--- src/rtl/snow_anim_ctrl.sv ---
// Snow sprite frame sequencer: animation prescaler, per-mode frame stepping,
// and frame changes applied only on the registered rising edge of vblank.
module snow_anim_ctrl #(
    parameter int FRAMES   = 3,
    parameter int TICK_DIV = 6000000,
    parameter int ADDR_W   = 12
) (
    input  logic              clk,
    input  logic              rst,
    input  logic              start,
    input  logic [1:0]        mode,
    input  logic              en,
    input  logic              vblank,
    input  logic [ADDR_W-1:0] snow_addr,
    output logic [ADDR_W-1:0] rom_addr,
    output logic [1:0]        frame_sel,
    output logic              busy,
    output logic              done
);

    localparam int              PW        = (TICK_DIV > 1) ? $clog2(TICK_DIV) : 1;
    localparam logic [PW-1:0]   PRESC_MAX = PW'(TICK_DIV - 1);
    localparam logic [1:0]      LAST      = 2'(FRAMES - 1);

    localparam logic [1:0] MODE_LOOP = 2'b00;
    localparam logic [1:0] MODE_PING = 2'b01;
    localparam logic [1:0] MODE_ONE  = 2'b10;

    typedef enum logic [1:0] {IDLE, RUN, DONE} state_t;

    state_t            state_q, state_d;
    logic [1:0]        frame_q, frame_d;
    logic              dir_q, dir_d;       // 0 = counting up
    logic [PW-1:0]     presc_q, presc_d;
    logic              pending_q, pending_d;
    logic [1:0]        mode_q, mode_d;
    logic              done_q, done_d;
    logic              vb_q, vb_prev_q;
    logic [ADDR_W-1:0] rom_addr_q;
    logic              vb_edge;
    logic              tick;

    // vblank is registered first, so its edge acts one cycle after first sampled high
    assign vb_edge = vb_q & ~vb_prev_q;

    always_comb begin
        state_d   = state_q;
        frame_d   = frame_q;
        dir_d     = dir_q;
        presc_d   = presc_q;
        pending_d = pending_q;
        mode_d    = mode_q;
        done_d    = 1'b0;
        tick      = 1'b0;
        if (start) begin
            state_d   = RUN;
            frame_d   = 2'd0;
            dir_d     = 1'b0;
            presc_d   = '0;
            pending_d = 1'b0;
            mode_d    = mode;
        end else if (state_q == RUN) begin
            if (en) begin
                if (presc_q == PRESC_MAX) begin
                    tick      = 1'b1;
                    presc_d   = '0;
                    pending_d = 1'b1;
                end else begin
                    presc_d = presc_q + 1'b1;
                end
            end
            if (vb_edge && (pending_q || tick)) begin
                pending_d = 1'b0;
                case (mode_q)
                    MODE_LOOP: frame_d = (frame_q == LAST) ? 2'd0 : frame_q + 2'd1;
                    MODE_PING: begin
                        if (FRAMES > 1) begin
                            if (!dir_q) begin
                                if (frame_q == LAST) begin
                                    frame_d = frame_q - 2'd1;
                                    dir_d   = 1'b1;
                                end else begin
                                    frame_d = frame_q + 2'd1;
                                end
                            end else begin
                                if (frame_q == 2'd0) begin
                                    frame_d = 2'd1;
                                    dir_d   = 1'b0;
                                end else begin
                                    frame_d = frame_q - 2'd1;
                                end
                            end
                        end
                    end
                    MODE_ONE: begin
                        if (frame_q == LAST) begin
                            state_d = DONE;
                            done_d  = 1'b1;
                        end else begin
                            frame_d = frame_q + 2'd1;
                        end
                    end
                    default: ;
                endcase
            end
        end
    end

    always_ff @(posedge clk) begin
        if (rst) begin
            state_q    <= IDLE;
            frame_q    <= 2'd0;
            dir_q      <= 1'b0;
            presc_q    <= '0;
            pending_q  <= 1'b0;
            mode_q     <= 2'b00;
            done_q     <= 1'b0;
            vb_q       <= 1'b0;
            vb_prev_q  <= 1'b0;
            rom_addr_q <= '0;
        end else begin
            state_q    <= state_d;
            frame_q    <= frame_d;
            dir_q      <= dir_d;
            presc_q    <= presc_d;
            pending_q  <= pending_d;
            mode_q     <= mode_d;
            done_q     <= done_d;
            vb_q       <= vblank;
            vb_prev_q  <= vb_q;
            rom_addr_q <= snow_addr;
        end
    end

    assign rom_addr  = rom_addr_q;
    assign frame_sel = frame_q;
    assign busy      = (state_q == RUN);
    assign done      = done_q;

endmodule

--- config.mk ---
export PLATFORM = sky130hd
export DESIGN_NAME = snow_anim_ctrl
export DESIGN_NICKNAME = d
export VERILOG_FILES = /design/src/rtl/snow_anim_ctrl.sv
export SDC_FILE = /design/constraint.sdc
export NUM_CORES = 1
export LEC_CHECK = 0
export ABC_AREA = 1
export BUFFER_PORTS_ARGS = -buffer_cell sky130_fd_sc_hd__buf_2
export CORE_UTILIZATION = 51
export DETAILED_ROUTE_END_ITERATION = 6
export GPL_TIMING_DRIVEN = 0
export PLACE_DENSITY = 0.76
export SETUP_SLACK_MARGIN = 0.1
export SLEW_MARGIN = 20
export SYNTH_ARGS = -nofsm -noshare
export SYNTH_HDL_FRONTEND = slang
export SYNTH_SLANG_ARGS = --single-unit
export TNS_END_PERCENT = 100
--- constraint.sdc ---
create_clock -name clk -period 1.59 [get_ports clk]
set_clock_uncertainty 0.2 [all_clocks]
set_input_delay 0.318 -clock clk [delete_from_list [all_inputs] [get_ports clk]]
set_output_delay 0.318 -clock clk [all_outputs]
set_load 0.02 [all_outputs]
==> metrics.yaml <==
sta:
  setup_tns_ns: -1.90
  fin_ws_ns: -0.148
  rsz0062_at_grt: "yes"
  fmax_ghz: 0.575
  final_hold_viol_count: 0
  slew_headroom_pct: 72.7
  finalSetupViolCount: 22
  period_share_pct: 109
  final_max_slew_viol_count: 0
  tightest_slew_ns: 0.407
  fin_crit_ns: 1.74
die:
  io_pins: 35
  start_util_pct: 53.3
  dieArea_um2: 4820
  die_x_um: 69.5
  core_area_um2: 4350
  die_h_um: 69.5
  rows: 24
cells_and_area:
  area_delta_synth_final_pct: 36.5
  final_cells: 439
  register_area_um2: 968
  nets: 415
  drive_gt1_share_pct: 41.1
  n_fill_cell: 303
  multiInputGateArea_um2: 1400
  num_antenna_cells: 0
clocking:
  insertion_delay_ns: 0.30
  clkTransAtPathRegs_ns: 0.08
  max-clock-path-buffers: 2
  numCtsBuffers: 5
  cts_max_level: 2
  cts-root-buf: "clkbuf_8"
  clock-sinks: 46
  holdBufCountCts: 0
  cts_tree: "built"
pwr:
  sw_frac_of_total_pct: 22.9
  p_leak_nw: 1.38
  clkPwrFrac_pct: 38.4
  power_density_nw_per_um2: 701
  power_w: 0.00222
  power_frac_seq_pct: 52.8
  ir_drop_mv: 0.441
  p_switching_w: 0.000509
  combPwrFrac_pct: 8.8
  internal-power_w: 0.00171
critical_path:
  crit_chain: "nor2_4 -> nand2_4 -> nor2_4 -> nand4_4 -> nor3_4 -> nand3_1 -> nand2_2 -> nor2_2"
  arrival_ns: 1.73
  setup.worst_path.class: "flip-flop to flip-flop"
  worst_setup_path_start_kind: "flip-flop"
  crit_required_ns: 1.58
  endpoint_kind: "flip-flop"
  critPathBufInv: 0
  crit_slowest_cell: "dfxtp_2"
  slowest_delay_ns: 0.36
  cp_common_cell: "nor2_4"
  worst-path-max-fanout: 7
  critPathTopFamily: "simple AND/OR/NAND/NOR gates"
place:
  place.gp.congestion: 0.814
  dp_cells: 406
  io_buffers: 33
  hpwlAfterDp_um: 3500
global_routing:
  antenna_found_initial: 0
  first_global_vias: 2009
  grt_use_total_pct: 22.5
  grt_pass1_wl_um: 8800
  grt_max_degree: 15
  grt_remaining_overflow: 0
min_path:
  hp-class: "input port to flip-flop"
synth:
  synth_nets: 350
  synth_area_leaders: "dfxtp_1, nor2_1, inv_1"
  synthTopCellsByCount: "nor2_1, inv_1, nand2_1"
  synth_most_common_cell: "nor2_1"
  synth-seq-cells: 46
  synth_flop_cell: "dfxtp_1"
  async_flop_share_pct: 0
  yosys.area.top_type: "dfxtp_1"
  syn_area_um2: 2320
  yosysUniqueCellTypes: 30
  synth-seq-area-share_pct: 39.7
  synth_area_per_cell_um2: 7.23
  synth_top_area_share_pct: 39.7
  netlist_instances: 321
  synth_edf_count: 0
  yosys_warnings: 0
detailed_routing:
  drt_pre_antenna_iters: 4
  finalWirelength_um: 5750
  ant_nets: 0
  drc_errors: 0
  viasPerCell: 5.20
  vias: 2283
  initialDrtViolationCount: 194
  wl_per_cell_um: 13.1
run_status:
  status: "finished with violations"
  violations: "setup timing"
flow_run:
  drv_cap: 0
## worst register-to-register path: stages, from the launching register on
cell and delay [ns]:
dfxtp_2 0.36, nor2_4 0.16, nand2_4 0.11, nor2_4 0.14, nand4_4 0.16, nor3_4 0.24
nand3_1 0.14, nand2_2 0.10, nor2_2 0.03
## layout make-up
type	instances	area share (%)
tap	52	2.05
sequential	46	30.6
clock buffer	6	2.29
clock inverter	2	1.18
multi-input combinational	216	44.1
timing repair buffer	58	12.0
buffer	4	1.11
inverter	55	6.67
## repair_timing
action,CTS,global route
hold endpoints to repair,0,0
resized for setup,23,61
setup buffers,14,10
pin swaps,10,19
endpoints found under the setup margin,27,28
cloned,0,1
## power groups by stage
| stage | Clock, W | Combinational [W] | Sequential [W] |
|---|---|---|---|
| 6_report | 0.000853 | 0.000196 | 0.00117 |
| 5_1_grt | 0.000933 | 0.000215 | 0.00118 |
| 4_1_cts | 0.000872 | 0.000176 | 0.00118 |
| 3_5_place_dp | 0 | 0.000160 | 0.00121 |
| 3_3_place_gp | 0 | 0.000157 | 0.00121 |
| 2_1_floorplan | 0 | 0.0000789 | 0.00123 |
## cells in the final DEF (no fill, tap or decap), types with 3 or more instances in the layout
cell,instances
buf_4,23
nand2_1,38
o21ai_0,7
inv_2,4
nand2_4,6
inv_1,49
nor2_4,11
nor3b_1,3
dfxtp_4,8
xor2_1,4
nand2_2,11
nor2_2,11
nor3_1,5
nand4_1,8
nor3_2,4
a21oi_1,9
buf_2,33
clkbuf_8,5
buf_6,3
nand3_2,10
dfxtp_1,24
a21oi_2,3
dfxtp_2,14
nand3_1,11
ha_1,9
nor2_1,52
## stage by stage
| step | utilization, % | cell area [um2] | setup slack (ns) | hold WS (ns) |
|---|---|---|---|---|
| 3_5_place_dp | 59.7 | 2600 | -0.138 | 0.259 |
| 2_1_floorplan | - | 2370 | -0.0125 | 0.225 |
| 5_1_grt | 72.8 | 3170 | -0.206 | 0.00444 |
| 3_3_place_gp | 59.7 | 2600 | -0.128 | 0.241 |
| 6_report | 72.8 | 3170 | -0.148 | 0.0164 |
| 4_1_cts | 66.1 | 2880 | -0.0693 | 0.0113 |
## path summary, 6_finish.rpt
path | to | slack, ns | depth (start not counted) | startpoint
max reg2reg | presc_q[17]$_SDFFE_PP0P_ | -0.15 | 8 | state_q[1]$_SDFFE_PP0P_
min reg2reg | state_q[0]$_SDFFE_PP0P_ | 0.27 | 2 | state_q[0]$_SDFFE_PP0P_
min | rom_addr[1]$_SDFF_PP0_ | 0.02 | 3 | snow_addr[1]
max | presc_q[17]$_SDFFE_PP0P_ | -0.15 | 8 | state_q[1]$_SDFFE_PP0P_
## sequential cells by signal, summed over array words and instances (netlist names), named ones only
signal     cells
done           1
frame_sel      2
mode_q         2
pending_q      1
presc_q       23
rom_addr      12
state_q        2
vb_prev_q      1
vb_q           1
## kinds of logic (layout without fill, tap and decap cells)
logic type	after synthesis	count (layout)	share of synthesized area, %
flip-flops	46	46	39.7
AO/OA/AOI/OAI	25	25	5.82
AND/OR/NAND/NOR	175	175	37.0
buffers and inverters	59	125	9.81
XOR/XNOR	6	6	2.26
adder cells (fa/ha/maj)	10	10	5.39
## layer usage
layer | vias to the layer above | wire [um] | GRT usage [%]
met1 | 1071 | 2470 | 28.5
li1 | 1136 | - | -
met2 | 65 | 2960 | 37.4
met5 | - | 0 | 0
met3 | 11 | 227 | 4.80
met4 | 0 | 93 | 8.84
(Power assumes the default switching activity.)
